[config.mk]
export PLATFORM = sky130hd
export DESIGN_NAME = derr_mb_sequencer_flat
export DESIGN_NICKNAME = d
export VERILOG_FILES = /design/src/rtl/derr_mb_sequencer_pkg.sv /design/src/rtl/derr_mb_sequencer_if.sv /design/src/rtl/derr_mb_pos_cnt.sv /design/src/rtl/derr_mb_sequencer.sv /design/src/flat_wrapper.sv
export SDC_FILE = /design/constraint.sdc
export NUM_CORES = 1
export LEC_CHECK = 0
export CAP_MARGIN = 10
export CORE_MARGIN = 8
export CORE_UTILIZATION = 49
export CTS_CLUSTER_DIAMETER = 100
export CTS_CLUSTER_SIZE = 40
export DETAILED_ROUTE_END_ITERATION = 8
export PLACE_DENSITY = 0.78
export SYNTH_ARGS = -nofsm -noshare
export SYNTH_HDL_FRONTEND = slang
export SYNTH_SLANG_ARGS = --single-unit
[constraint.sdc]
create_clock -name clk -period 2.7 [get_ports clk]
set_input_delay 0.54 -clock clk [delete_from_list [all_inputs] [get_ports clk]]
set_output_delay 0.54 -clock clk [all_outputs]
set_load 0.01 [all_outputs]
[src/rtl/derr_mb_sequencer_pkg.sv]
`default_nettype none
// ============================================================================
// derr_mb_sequencer_pkg : shared lane constants, word types and FSM encoding
// Rev 1.0
// ============================================================================
package derr_mb_sequencer_pkg;

  localparam int DERR_LANE_W = 8;
  localparam int TOP_LANES   = 4;
  localparam int LEFT_LANES  = 4;
  localparam int DERR_LANES  = 6;
  localparam int WORD_W      = DERR_LANE_W * TOP_LANES;
  localparam int DERR_W      = DERR_LANE_W * DERR_LANES;

  localparam int STATE_W = 3;
  localparam logic [STATE_W-1:0] S_IDLE      = 3'd0;
  localparam logic [STATE_W-1:0] S_WAIT_MB   = 3'd1;
  localparam logic [STATE_W-1:0] S_FETCH     = 3'd2;
  localparam logic [STATE_W-1:0] S_RD_WAIT   = 3'd3;
  localparam logic [STATE_W-1:0] S_ISSUE     = 3'd4;
  localparam logic [STATE_W-1:0] S_WAIT_DONE = 3'd5;
  localparam logic [STATE_W-1:0] S_STORE     = 3'd6;
  localparam logic [STATE_W-1:0] S_NEXT      = 3'd7;

  typedef enum logic [STATE_W-1:0] {
    IDLE      = S_IDLE,
    WAIT_MB   = S_WAIT_MB,
    FETCH     = S_FETCH,
    RD_WAIT   = S_RD_WAIT,
    ISSUE     = S_ISSUE,
    WAIT_DONE = S_WAIT_DONE,
    STORE     = S_STORE,
    NEXT      = S_NEXT
  } state_t;

  typedef logic [WORD_W-1:0] word_t;
  typedef logic [DERR_W-1:0] derr_t;

endpackage
`default_nettype wire

[src/rtl/derr_mb_sequencer_if.sv]
`default_nettype none
// ============================================================================
// derr_mb_sequencer_if : frame control, top-derr RAM port, datapath and store
// Rev 1.0
// ============================================================================
interface derr_mb_sequencer_if import derr_mb_sequencer_pkg::*; #(
  parameter int XW = 10
) ();

  logic          frame_start;
  logic [XW-1:0] mb_w;
  logic [XW-1:0] mb_h;
  logic          mb_req;
  logic          mb_ack;
  logic          busy;
  logic          frame_done;
  logic          top_rd_en;
  logic [XW-1:0] top_rd_addr;
  word_t         top_rd_data;
  logic          derr_in_valid;
  word_t         top_in;
  word_t         left_in;
  logic          derr_done;
  derr_t         derr_out;
  logic          st_start;
  logic [XW-1:0] st_x;
  derr_t         st_derr;
  word_t         left_derr;

  modport master (
    input  frame_start, mb_w, mb_h, mb_req, top_rd_data, derr_done, derr_out, left_derr,
    output mb_ack, busy, frame_done, top_rd_en, top_rd_addr, derr_in_valid,
           top_in, left_in, st_start, st_x, st_derr
  );

  modport slave (
    output frame_start, mb_w, mb_h, mb_req, top_rd_data, derr_done, derr_out, left_derr,
    input  mb_ack, busy, frame_done, top_rd_en, top_rd_addr, derr_in_valid,
           top_in, left_in, st_start, st_x, st_derr
  );

endinterface
`default_nettype wire

[src/rtl/derr_mb_pos_cnt.sv]
`default_nettype none
// ============================================================================
// derr_mb_pos_cnt : raster x/y macroblock position with row wrap and end flags
// Rev 1.0
// ============================================================================
module derr_mb_pos_cnt #(
  parameter int XW = 10
) (
  input  logic          clk,
  input  logic          rst_n,
  input  logic          clear,
  input  logic          advance,
  input  logic [XW-1:0] mb_w,
  input  logic [XW-1:0] mb_h,
  output logic [XW-1:0] x,
  output logic [XW-1:0] y,
  output logic          last_col,
  output logic          last_mb
);

  // Flags are only meaningful for non-zero sizes; zero-size frames never advance.
  assign last_col = (x == mb_w - XW'(1));
  assign last_mb  = last_col && (y == mb_h - XW'(1));

  always_ff @(posedge clk or negedge rst_n) begin
    if (!rst_n) begin
      x <= '0;
      y <= '0;
    end else if (clear) begin
      x <= '0;
      y <= '0;
    end else if (advance) begin
      if (last_col) begin
        x <= '0;
        y <= last_mb ? '0 : y + XW'(1);
      end else begin
        x <= x + XW'(1);
      end
    end
  end

endmodule
`default_nettype wire

[src/rtl/derr_mb_sequencer.sv]
`default_nettype none
// ============================================================================
// derr_mb_sequencer : per-macroblock error-diffusion controller (raster walk)
// Rev 1.0
// ============================================================================
module derr_mb_sequencer import derr_mb_sequencer_pkg::*; #(
  parameter int XW     = 10,
  parameter int RD_LAT = 1
) (
  input  logic                clk,
  input  logic                rst_n,
  derr_mb_sequencer_if.master bus
);

  localparam int RDC_W = 2;

  state_t          state;
  logic [XW-1:0]   mb_w_q;
  logic [XW-1:0]   mb_h_q;
  word_t           left_reg;
  word_t           top_reg;
  logic [RDC_W-1:0] rd_cnt;

  logic            mb_ack_q;
  logic            busy_q;
  logic            frame_done_q;
  logic            top_rd_en_q;
  logic [XW-1:0]   top_rd_addr_q;
  logic            derr_in_valid_q;
  word_t           top_in_q;
  word_t           left_in_q;
  logic            st_start_q;
  logic [XW-1:0]   st_x_q;
  derr_t           st_derr_q;

  logic [XW-1:0]   x;
  logic [XW-1:0]   y;
  logic            last_col;
  logic            last_mb;
  logic            pos_clear;
  logic            pos_advance;

  // A frame_start in NEXT restarts the walk, so it must win over the advance.
  assign pos_clear   = bus.frame_start;
  assign pos_advance = (state == NEXT) && !bus.frame_start;

  derr_mb_pos_cnt #(.XW(XW)) u_pos (
    .clk      (clk),
    .rst_n    (rst_n),
    .clear    (pos_clear),
    .advance  (pos_advance),
    .mb_w     (mb_w_q),
    .mb_h     (mb_h_q),
    .x        (x),
    .y        (y),
    .last_col (last_col),
    .last_mb  (last_mb)
  );

  always_ff @(posedge clk or negedge rst_n) begin
    if (!rst_n) begin
      state           <= IDLE;
      mb_w_q          <= '0;
      mb_h_q          <= '0;
      left_reg        <= '0;
      top_reg         <= '0;
      rd_cnt          <= '0;
      mb_ack_q        <= 1'b0;
      busy_q          <= 1'b0;
      frame_done_q    <= 1'b0;
      top_rd_en_q     <= 1'b0;
      top_rd_addr_q   <= '0;
      derr_in_valid_q <= 1'b0;
      top_in_q        <= '0;
      left_in_q       <= '0;
      st_start_q      <= 1'b0;
      st_x_q          <= '0;
      st_derr_q       <= '0;
    end else begin
      mb_ack_q        <= 1'b0;
      frame_done_q    <= 1'b0;
      top_rd_en_q     <= 1'b0;
      derr_in_valid_q <= 1'b0;
      st_start_q      <= 1'b0;

      if (bus.frame_start) begin
        // Also the abort path: any in-flight read or datapath result is dropped.
        mb_w_q   <= bus.mb_w;
        mb_h_q   <= bus.mb_h;
        left_reg <= '0;
        if (bus.mb_w == '0 || bus.mb_h == '0) begin
          frame_done_q <= 1'b1;
          busy_q       <= 1'b0;
          state        <= IDLE;
        end else begin
          busy_q <= 1'b1;
          state  <= WAIT_MB;
        end
      end else begin
        case (state)
          IDLE: begin
            busy_q <= 1'b0;
          end
          WAIT_MB: begin
            if (bus.mb_req) begin
              mb_ack_q <= 1'b1;
              if (y == '0) begin
                top_reg <= '0;
                state   <= ISSUE;
              end else begin
                // Read strobe is visible during FETCH so data lands RD_LAT later.
                top_rd_en_q   <= 1'b1;
                top_rd_addr_q <= x;
                state         <= FETCH;
              end
            end
          end
          FETCH: begin
            rd_cnt <= RDC_W'(1);
            state  <= RD_WAIT;
          end
          RD_WAIT: begin
            if (rd_cnt == RDC_W'(RD_LAT)) begin
              top_reg <= bus.top_rd_data;
              state   <= ISSUE;
            end else begin
              rd_cnt <= rd_cnt + RDC_W'(1);
            end
          end
          ISSUE: begin
            derr_in_valid_q <= 1'b1;
            top_in_q        <= top_reg;
            left_in_q       <= left_reg;
            state           <= WAIT_DONE;
          end
          WAIT_DONE: begin
            if (bus.derr_done) begin
              st_derr_q  <= bus.derr_out;
              st_start_q <= 1'b1;
              st_x_q     <= x;
              state      <= STORE;
            end
          end
          STORE: begin
            state <= NEXT;
          end
          NEXT: begin
            if (last_col) begin
              left_reg <= '0;
              if (last_mb) begin
                frame_done_q <= 1'b1;
                busy_q       <= 1'b0;
                state        <= IDLE;
              end else begin
                state <= WAIT_MB;
              end
            end else begin
              left_reg <= bus.left_derr;
              state    <= WAIT_MB;
            end
          end
          default: begin
            state <= IDLE;
          end
        endcase
      end
    end
  end

  assign bus.mb_ack        = mb_ack_q;
  assign bus.busy          = busy_q;
  assign bus.frame_done    = frame_done_q;
  assign bus.top_rd_en     = top_rd_en_q;
  assign bus.top_rd_addr   = top_rd_addr_q;
  assign bus.derr_in_valid = derr_in_valid_q;
  assign bus.top_in        = top_in_q;
  assign bus.left_in       = left_in_q;
  assign bus.st_start      = st_start_q;
  assign bus.st_x          = st_x_q;
  assign bus.st_derr       = st_derr_q;

endmodule
`default_nettype wire
[src/flat_wrapper.sv]
// flat-port wrapper written by rule: the top's interface ports become plain ports
module derr_mb_sequencer_flat import derr_mb_sequencer_pkg::*;
#(
  parameter int XW     = 10,
  parameter int RD_LAT = 1
)
  (clk, rst_n, bus_frame_start, bus_mb_w, bus_mb_h, bus_mb_req, bus_top_rd_data, bus_derr_done, bus_derr_out, bus_left_derr, bus_mb_ack, bus_busy, bus_frame_done, bus_top_rd_en, bus_top_rd_addr, bus_derr_in_valid, bus_top_in, bus_left_in, bus_st_start, bus_st_x, bus_st_derr);
  derr_mb_sequencer_if #(.XW(XW)) bus_i ();
  input  logic clk;
  input  logic rst_n;
  input wire logic [$bits(bus_i.frame_start)-1:0] bus_frame_start;
  input wire logic [$bits(bus_i.mb_w)-1:0] bus_mb_w;
  input wire logic [$bits(bus_i.mb_h)-1:0] bus_mb_h;
  input wire logic [$bits(bus_i.mb_req)-1:0] bus_mb_req;
  input wire logic [$bits(bus_i.top_rd_data)-1:0] bus_top_rd_data;
  input wire logic [$bits(bus_i.derr_done)-1:0] bus_derr_done;
  input wire logic [$bits(bus_i.derr_out)-1:0] bus_derr_out;
  input wire logic [$bits(bus_i.left_derr)-1:0] bus_left_derr;
  output wire logic [$bits(bus_i.mb_ack)-1:0] bus_mb_ack;
  output wire logic [$bits(bus_i.busy)-1:0] bus_busy;
  output wire logic [$bits(bus_i.frame_done)-1:0] bus_frame_done;
  output wire logic [$bits(bus_i.top_rd_en)-1:0] bus_top_rd_en;
  output wire logic [$bits(bus_i.top_rd_addr)-1:0] bus_top_rd_addr;
  output wire logic [$bits(bus_i.derr_in_valid)-1:0] bus_derr_in_valid;
  output wire logic [$bits(bus_i.top_in)-1:0] bus_top_in;
  output wire logic [$bits(bus_i.left_in)-1:0] bus_left_in;
  output wire logic [$bits(bus_i.st_start)-1:0] bus_st_start;
  output wire logic [$bits(bus_i.st_x)-1:0] bus_st_x;
  output wire logic [$bits(bus_i.st_derr)-1:0] bus_st_derr;
  assign bus_i.frame_start = bus_frame_start;
  assign bus_i.mb_w = bus_mb_w;
  assign bus_i.mb_h = bus_mb_h;
  assign bus_i.mb_req = bus_mb_req;
  assign bus_i.top_rd_data = bus_top_rd_data;
  assign bus_i.derr_done = bus_derr_done;
  assign bus_i.derr_out = bus_derr_out;
  assign bus_i.left_derr = bus_left_derr;
  assign bus_mb_ack = bus_i.mb_ack;
  assign bus_busy = bus_i.busy;
  assign bus_frame_done = bus_i.frame_done;
  assign bus_top_rd_en = bus_i.top_rd_en;
  assign bus_top_rd_addr = bus_i.top_rd_addr;
  assign bus_derr_in_valid = bus_i.derr_in_valid;
  assign bus_top_in = bus_i.top_in;
  assign bus_left_in = bus_i.left_in;
  assign bus_st_start = bus_i.st_start;
  assign bus_st_x = bus_i.st_x;
  assign bus_st_derr = bus_i.st_derr;
  derr_mb_sequencer #(.XW(XW), .RD_LAT(RD_LAT)) u_core (.clk(clk), .rst_n(rst_n), .bus(bus_i));
endmodule
Yosys cells after proc, flatten, opt, wreduce, memory -nomap -nowiden
Index checks and enable logic that the tools add are counted.
Word-level totals
  flip-flop bits (word level): 247
  bits of input ports: 137
Operators by class
  add/subtract/negate cells: 5
  equality and inequality tests: 19
  mux-type cells: 47
  bitwise gates (word level): 2
  reductions and logical operators: 23
Operator list (number)
  2-to-1 mux 32 bit: 6
  2-to-1 mux 10 bit: 7
  case mux 32 bit (2 select lines): 1
  zero test 10 bit: 3
  2-to-1 mux 1 bit: 24
  case mux 3 bit (7 select lines): 1
  adder 10 x 1 -> 10 bit (second input constant): 2
  == test 10 bit: 2
  subtractor 10 x 1 -> 10 bit (second input constant): 2
  2-to-1 mux 3 bit: 5
  == test 3 bit (second input constant): 4
  inequality test 3 bit (second input constant): 4
  nonzero test 2 bit: 5
  AND reduction 3 bit: 3
  AND reduction 4 bit: 2
  nonzero test 8 bit: 1
  == test 3 x 2 -> 1 bit (second input constant): 2
  AND reduction 5 bit: 1
  inequality test 2 x 1 -> 1 bit (second input constant): 2
  inequality test 2 bit (second input constant): 2
  case mux 2 bit (2 select lines): 1
  AND reduction 2 bit: 2
  == test 3 x 1 -> 1 bit (second input constant): 1
  zero test 3 bit: 1
  10 further kinds: 12

Logic depth before layout (Yosys ltp)
Gate-level depths: netlist of the first run.
  depth in word-level cells: 7
  depth in mapped cells: 10
  gate-level depth less buffers: 9

Cells and area by module
A second synthesis of the first run with hierarchy kept.
Second synthesis, totals
  cells, all modules: 752
  area total of the unflattened synthesis: 10332.4 µm²
By module, submodules not included
  derr_mb_sequencer: times used 1, cells each 535, area an instance 8534.4 µm², sequential area each 5680.4 µm²
  derr_mb_pos_cnt: times used 1, cells each 217, area an instance 1798.0 µm², sequential area each 500.5 µm²

Worst setup path before layout of the first run
OpenSTA, ideal clock, no wires.
  path kind: reg-to-reg
  from: reg u_core.mb_w_q[2]
  to: reg u_core.u_pos.y[5]
  data arrival time: 2342 ps
  required time: 2596 ps
  path slack: 254 ps
  stages on the path, launching flop included: 10
  path through: dfrtp_1 nor4_4 a21boi_1 o41a_1 a211oi_2 and3_1 buf_4 nand2b_1 buf_6 o41ai_2
On the way
  word-level cells in the longest chain between the ends: 7
RTL lines
  from (decl): RTL line derr_mb_sequencer.sv:18  | logic [XW-1:0] mb_w_q;
  from (signal assigned): RTL line derr_mb_sequencer.sv:88  | mb_w_q <= bus.mb_w;
  subtractor 10 x 1 -> 10 bit *: RTL line derr_mb_pos_cnt.sv:22  | assign last_col = (x == mb_w - XW'(1));
  == test 10 bit *: RTL line derr_mb_pos_cnt.sv:22
  logical AND 1 bit: RTL line derr_mb_pos_cnt.sv:23  | assign last_mb = last_col && (y == mb_h - XW'(1));
  2-to-1 mux 10 bit: RTL line derr_mb_pos_cnt.sv:35  | y <= last_mb ? '0 : y + XW'(1);
  2-to-1 mux 10 bit: RTL line derr_mb_pos_cnt.sv:33  | if (last_col) begin
  2-to-1 mux 10 bit: RTL line derr_mb_pos_cnt.sv:32  | end else if (advance) begin
  2-to-1 mux 10 bit: RTL line derr_mb_pos_cnt.sv:29  | end else if (clear) begin
  to (signal assigned): RTL line derr_mb_pos_cnt.sv:35
  to (decl): RTL line derr_mb_pos_cnt.sv:16  | output logic [XW-1:0] y,
Mark *: on every way between the ends. The rest lies on a longest branch, timed or not. The select of a mux whose other input is x is not followed.
A chain may end at the register's enable or synchronous reset.

Final worst setup path of the first run
  from: reg u_core.mb_w_q[0]
  to: reg u_core.u_pos.y[5]
Same word-level chain as after synthesis.

==> results of run 1 <==
## timing repair
item / in CTS / in global routing
pin swaps: 1 / 4
hold endpoints to repair: 48 / 0
setup buffers: 3 / 4
gates resized for setup: 1 / 4
endpoints found under the setup margin: 8 / 37
hold buffers: 1 / 0
## stage by stage
stage	hold slack [ps]	utilization [%]	area, um^2
finish	306	67.2	14200
CTS	295	66.9	14100
floorplan	244	-	10500
detailed placement	462	65.0	13700
global placement	457	65.0	13700
global route	306	67.2	14200
## report_power, final
group          switching (W)  total, W  internal [W]
Combinational        0.00145   0.00321       0.00176
Clock                0.00125   0.00208      0.000832
Sequential          0.000484   0.00501       0.00452
Total                0.00318    0.0103       0.00712
## Yosys cell counts (5+ instances only)
| master | count | area [um^2] |
|---|---|---|
| ha_1 | 6 | 75.1 |
| nand3_1 | 49 | 245 |
| inv_1 | 50 | 188 |
| xnor2_1 | 14 | 123 |
| o32a_1 | 6 | 60.1 |
| or3_1 | 8 | 50.1 |
| nor4_1 | 7 | 43.8 |
| nor2b_1 | 5 | 31.3 |
| nor3_1 | 9 | 45.0 |
| o21ai_0 | 50 | 250 |
| nand2_1 | 172 | 646 |
| dfrtp_1 | 247 | 6180 |
| mux2_2 | 100 | 1130 |
| a22o_1 | 37 | 324 |
| o41ai_2 | 6 | 97.6 |
| a211oi_1 | 5 | 37.5 |
| a21oi_1 | 5 | 25.0 |
| xor2_1 | 11 | 96.3 |
| clkbuf_1 | 51 | 191 |
| and3_1 | 11 | 68.8 |
| nor2_1 | 27 | 101 |
## final cells by class
| type | count | area share [%] |
|---|---|---|
| antenna | 1 | 0.0177 |
| clock buffer | 12 | 1.97 |
| clock inverter | 4 | 0.609 |
| inverter | 50 | 1.32 |
| multi-input combinational | 586 | 28.1 |
| sequential | 247 | 43.6 |
| tap | 275 | 2.43 |
| timing repair buffer | 311 | 21.9 |
## worst max path at each step
| stage | from | end | slack [ps] | cells after the start |
|---|---|---|---|---|
| after global placement | u_core.mb_h_q[1] | u_core.u_pos.y[2] | 120 | 10 |
| after CTS | u_core.mb_h_q[1] | u_core.u_pos.y[2] | 40 | 8 |
| final | u_core.mb_w_q[0] | u_core.u_pos.y[5] | 140 | 9 |
| after detailed placement | u_core.mb_h_q[1] | u_core.u_pos.y[2] | -2 | 9 |
| after global routing | u_core.mb_h_q[1] | u_core.u_pos.y[2] | -9 | 10 |
| after floorplan | u_core.mb_w_q[2] | u_core.u_pos.y[5] | 250 | 9 |
## cell usage in the layout (no fill, tap or decap), types with 3 or more instances in the layout
cell type	instances
and3b_1	3
mux2_2	100
ha_1	6
and3_1	10
o21ai_0	50
a22o_1	37
nand3b_1	3
buf_4	30
nor2b_1	5
or2_2	4
nand2_1	172
o32a_1	6
a21oi_1	4
a21o_1	3
xor2_1	11
o41ai_2	7
xnor2_1	14
a31oi_1	3
nand4_1	4
nor2_1	25
buf_12	6
nand2b_1	4
or4_1	3
nor4_1	7
or3_1	8
nor3_1	7
clkdlybuf4s50_1	272
a211oi_1	4
inv_1	50
dfrtp_1	246
clkbuf_16	11
nand3_1	48
## worst reg2reg max path, cell delays in order, from the launching register on
cell	delay, ps
dfrtp_2	430
inv_1	60
ha_1	230
or3_1	380
a31o_2	270
a211oi_4	340
and3_1	230
nand2b_1	90
buf_4	160
o41ai_2	270
## cell families (layout without fill, tap and decap cells)
logic type               after synthesis  in the layout  synth area share [%]
buffers and inverters                109            377                  4.01
AO/OA/AOI/OAI                        132            132                  9.36
adder cells (fa/ha/maj)                6              6                 0.712
AND/OR/NAND/NOR                      322            322                  14.4
XOR/XNOR                              25             25                  2.08
multiplexers                         101            101                  10.8
other                                  0              1                     0
flip-flops                           247            247                  58.6
## layer usage
metal	global-route usage (%)	up-vias
li1	-	3742
met1	25.8	3850
met2	34.5	258
met3	6.72	25
met4	3.29	0
met5	0	-
==> results.tsv, run 1 <==
metric	value	unit
leakage	6.51	nW
ys_ff_latch	247	
max_freq	391	MHz
hpwl	20100	um
synth_cells	942	
drt-wirelength-per-cell	18.6	um
die_h	163	um
cp_slowest_stage_delay	430	ps
reg2regPathDepth	9	
rr_startpoint	u_core.mb_w_q[0]	
cp.required	3090	ps
seqCellArea	6180	um^2
gr-usage-all-layers	20.5	%
pre_cts_ws	-1.66	ps
placed_cells	1461	
clkTransAtPathRegs	130	ps
reg2reg_to	u_core.u_pos.y[5]	
synth-edff-count	0	
critPathLaunchType	register	
avgSynthCellArea	11.2	um^2
hold_depth	2	
drt_iter0_markers	520	
grt_pass1_vias	8044	
setup_ws	140	ps
overflow	0	
nets	1350	
numCtsBuffers	11	
ys_warn_count	0	
netlist_area	10500	um^2
first_pass_iters	4	
drtAntennaViolNets	0	
worstPathCellList	inv_1 > ha_1 > or3_1 > a31o_2 > a211oi_4 > and3_1 > nand2b_1 > buf_4 > o41ai_2	
ios	275	
power	0.0103	W
skew	17.8	ps
grt_pass1_wl	44000	um
crit_path_top_delay_cell	dfrtp_2	
async_flop_share	100	%
hp-start	bus_frame_start	
crit_fanout	5	
gp_congestion	0.834	
clk_latency	490	ps
setup_viol	0	
root_buffer	clkbuf_16	
drc	0	
syn_to_final_growth	34.4	%
endpoint_kind	register	
wl_met3	2460	um
synth_fp_nets	1085	
clock-sinks	247	
critical_path.top_delay_family	compound AO/OA/AOI/OAI gates	
hp-class	in2reg	
seq_area_frac_synth	58.6	%
dieArea	26500	um^2
whs_endpoint	u_core.state[1]	
cts_buffer_depth	3	
antenna_found_initial	1	
core-area	21100	um^2
htree_levels	1	
criticalPathCategory	reg2reg	
worstPathArrival	2950	ps
grt_max_degree	71	
largest_register_ffs	48	
setup_tns	0	ps
vias_per_cell	5.30	
path_buf_inv	2	
finalCritPeriodShare	94.8	%
n_fill_cell	1630	
max_cap_violations	0	
min_period	2560	ps
top_layer_used	met4	
vias	7875	
cts_tree	yes	
die_w	163	um
vdd_ir_drop_max	0.519	mV
drive_gt1_share	14.8	%
io_buffer_count	274	
met1Wirelength	11600	um
multiInputGateArea	3990	um^2
outcome	complete, no violations	
tightestPinTransition	566	ps
finalNonFillerCells	1486	
p_per_area	727	nW/um^2
postRouteWirelength	27700	um
r2r_setup_slack	140	ps
met2WireLength	13200	um
timing.slew.headroom	62.3	%
initial_core_util	50.0	%
final-hold-violation-count	0	
num_rows	53	
maxSlewViolCount	0	
ys_dominant_reg_cell	dfrtp_1	
synth_cell_type_count	60	
(Power assumes the default switching activity.)
==> run 2, diff against run 1 <==
--- a/config.mk
+++ b/config.mk
@@ -6,6 +6,7 @@
 export NUM_CORES = 1
 export LEC_CHECK = 0
 export CAP_MARGIN = 10
+export CORE_ASPECT_RATIO = 1.1
 export CORE_MARGIN = 8
 export CORE_UTILIZATION = 49
 export CTS_CLUSTER_DIAMETER = 100
==> run 2 against run 1 <==
The run now ends with hold timing left. Sequential power hardly changed. Flip-flop and latch count unchanged. Routed wire length down 2.2%. Die area hardly changed. Via count grew 0.13%. Utilization decreased by 0.72 points. Final area down 0.40%. Combinational power decreased by 2%. Sequential share of layout area increased by 0.18 points. Total power down 1.2%. Clock skew up 33 ps. Largest power group unchanged.
==> results.tsv, run 2 (synthesized netlist as in run 1, its figures left out) <==
metric	value	unit	change
first_pass_iters	4		unchanged
endpoint_kind	register		
die_w	156	um	-4.2%
core-area	21200	um^2	+0.68%
hp-class	in2async		
reg2reg_to	u_core.u_pos.y[7]		
drt_iter0_markers	378		-27%
leakage	6.46	nW	-0.75%
drtAntennaViolNets	0		unchanged
maxSlewViolCount	0		unchanged
numCtsBuffers	11		unchanged
cp.required	3050	ps	-40 ps
max_freq	385	MHz	-1.4%
clock-sinks	247		unchanged
final-hold-violation-count	7		+7
root_buffer	clkbuf_16		
gr-usage-all-layers	20.1	%	-0.36 points
fin_util	66.5	%	-0.72 points
overflow	0		unchanged
holdWs	-13.3	ps	-319 ps
htree_levels	1		unchanged
worstPathArrival	2940	ps	about the same
postRouteWirelength	27100	um	-2.2%
grt_max_degree	73		+2.8%
dieArea	26500	um^2	about the same
ios	275		unchanged
finalCritPeriodShare	96.2	%	+1.4 points
most-common-layout-cells	clkdlybuf4s50_1 (272), dfrtp_1 (245), nand2_1 (172)		
cts_buffer_depth	3		unchanged
rr_startpoint	u_core.mb_h_q[1]		
skew	50.8	ps	+33.0 ps
violations	hold timing		
grt_pass1_wl	43300	um	-1.6%
n_fill_cell	1627		-0.18%
vias	7885		+0.13%
setup_viol	0		unchanged
grt_pass1_vias	8141		+1.2%
drc	0		unchanged
gp_congestion	0.874		+4.8%
criticalPathCategory	reg2reg		
reg2regPathDepth	10		+1
initial_core_util	49.6	%	-0.34 points
min_period	2600	ps	+37.1 ps
drive_gt1_share	14.6	%	-0.23 points
drt-wirelength-per-cell	18.1	um	-2.6%
die_h	170	um	+4.4%
tightestPinTransition	579	ps	+13.3 ps
antenna_found_initial	0		-1
cts_hold_buf	0		-1
outcome	finished with violations		
vdd_ir_drop_max	0.652	mV	+26%
p_per_area	721	nW/um^2	-0.78%
num_rows	56		+5.7%
setup_tns	0	ps	unchanged
max_cap_violations	0		unchanged
final_common_cell	clkdlybuf4s50_1		
vias_per_cell	5.28		-0.28%
clkTransAtPathRegs	130	ps	about the same
syn_to_final_growth	33.9	%	
r2r_setup_slack	100	ps	-40 ps
hpwl	19300	um	-4.2%
critPathLaunchType	register		
nets	1343		-0.52%
cts_tree	yes		
largest_register_ffs	48		unchanged
clk_latency	490	ps	about the same
crit_fanout	8		+3
cp-startpoint	u_core.mb_h_q[1]		
timing.slew.headroom	61.4	%	-0.88 points
io_buffer_count	274		unchanged
diodes	0		-1
-- run 2: worst max path at each step --
stage / to / slack (ps) / cells after the start
after floorplan: u_core.u_pos.y[5] / 250 / 9
after global placement: u_core.u_pos.y[2] / 160 / 8
after detailed placement: u_core.u_pos.y[7] / 50 / 8
after CTS: u_core.u_pos.y[7] / 9 / 8
after global routing: u_core.u_pos.y[8] / -20 / 10
final: u_core.u_pos.y[7] / 100 / 10
-- run 2: layer usage --
layer	global-route usage [%]	share of wire (%)	wire, um	up-vias
met5	0	0	0	-
met4	4.77	2.3	633	0
met3	7.94	10	2690	36
met2	33.4	48	12900	239
met1	24.3	40	10800	3885
li1	-	-	-	3725
-- run 2: timing repair --
item / 4_1_cts / 5_1_grt
gates resized for setup: 0 / 8
endpoints found under the setup margin: 0 / 45
buffers inserted: 0 / 1
-- run 2: critical path, cell delays in order (launching register included) --
cell      delay, ps
dfrtp_1         440
inv_1            80
ha_1            260
o21bai_1        210
a211o_1         300
a31oi_1         210
a211oi_2         90
nor4_4          450
nand2b_1        220
buf_12          140
o41ai_2          70
-- run 2: stage by stage --
stage	std cells	setup WS (ps)	area, um^2	hold slack (ps)	power (W)
2_1_floorplan	942	254	10500	244	0.00643
3_3_place_gp	1476	159	13700	456	0.00818
3_5_place_dp	1476	46.1	13700	461	0.00827
4_1_cts	1491	9.39	14100	10.6	0.0103
5_1_grt	1492	-24.9	14100	16.2	0.0108
6_report	1492	103	14100	-13.3	0.0102
-- run 2: layout make-up --
class / instances / area [um^2] / share of cell area [%]
Tap cell: 290 / 363 / 2.57
Clock inverter: 4 / 81.3 / 0.576
Inverter: 50 / 188 / 1.33
Timing Repair Buffer: 304 / 3030 / 21.5
Multi-Input combinational cell: 586 / 3990 / 28.2
Sequential cell: 247 / 6180 / 43.8
Clock buffer: 11 / 275 / 1.95
-- run 2: power by group --
part | switching, W | total (W) | leakage (nW) | internal, W
logic | 0.00140 | 0.00314 | 2.98 | 0.00174
clock network | 0.00119 | 0.00200 | 0.169 | 0.000804
registers | 0.000520 | 0.00504 | 3.31 | 0.00452
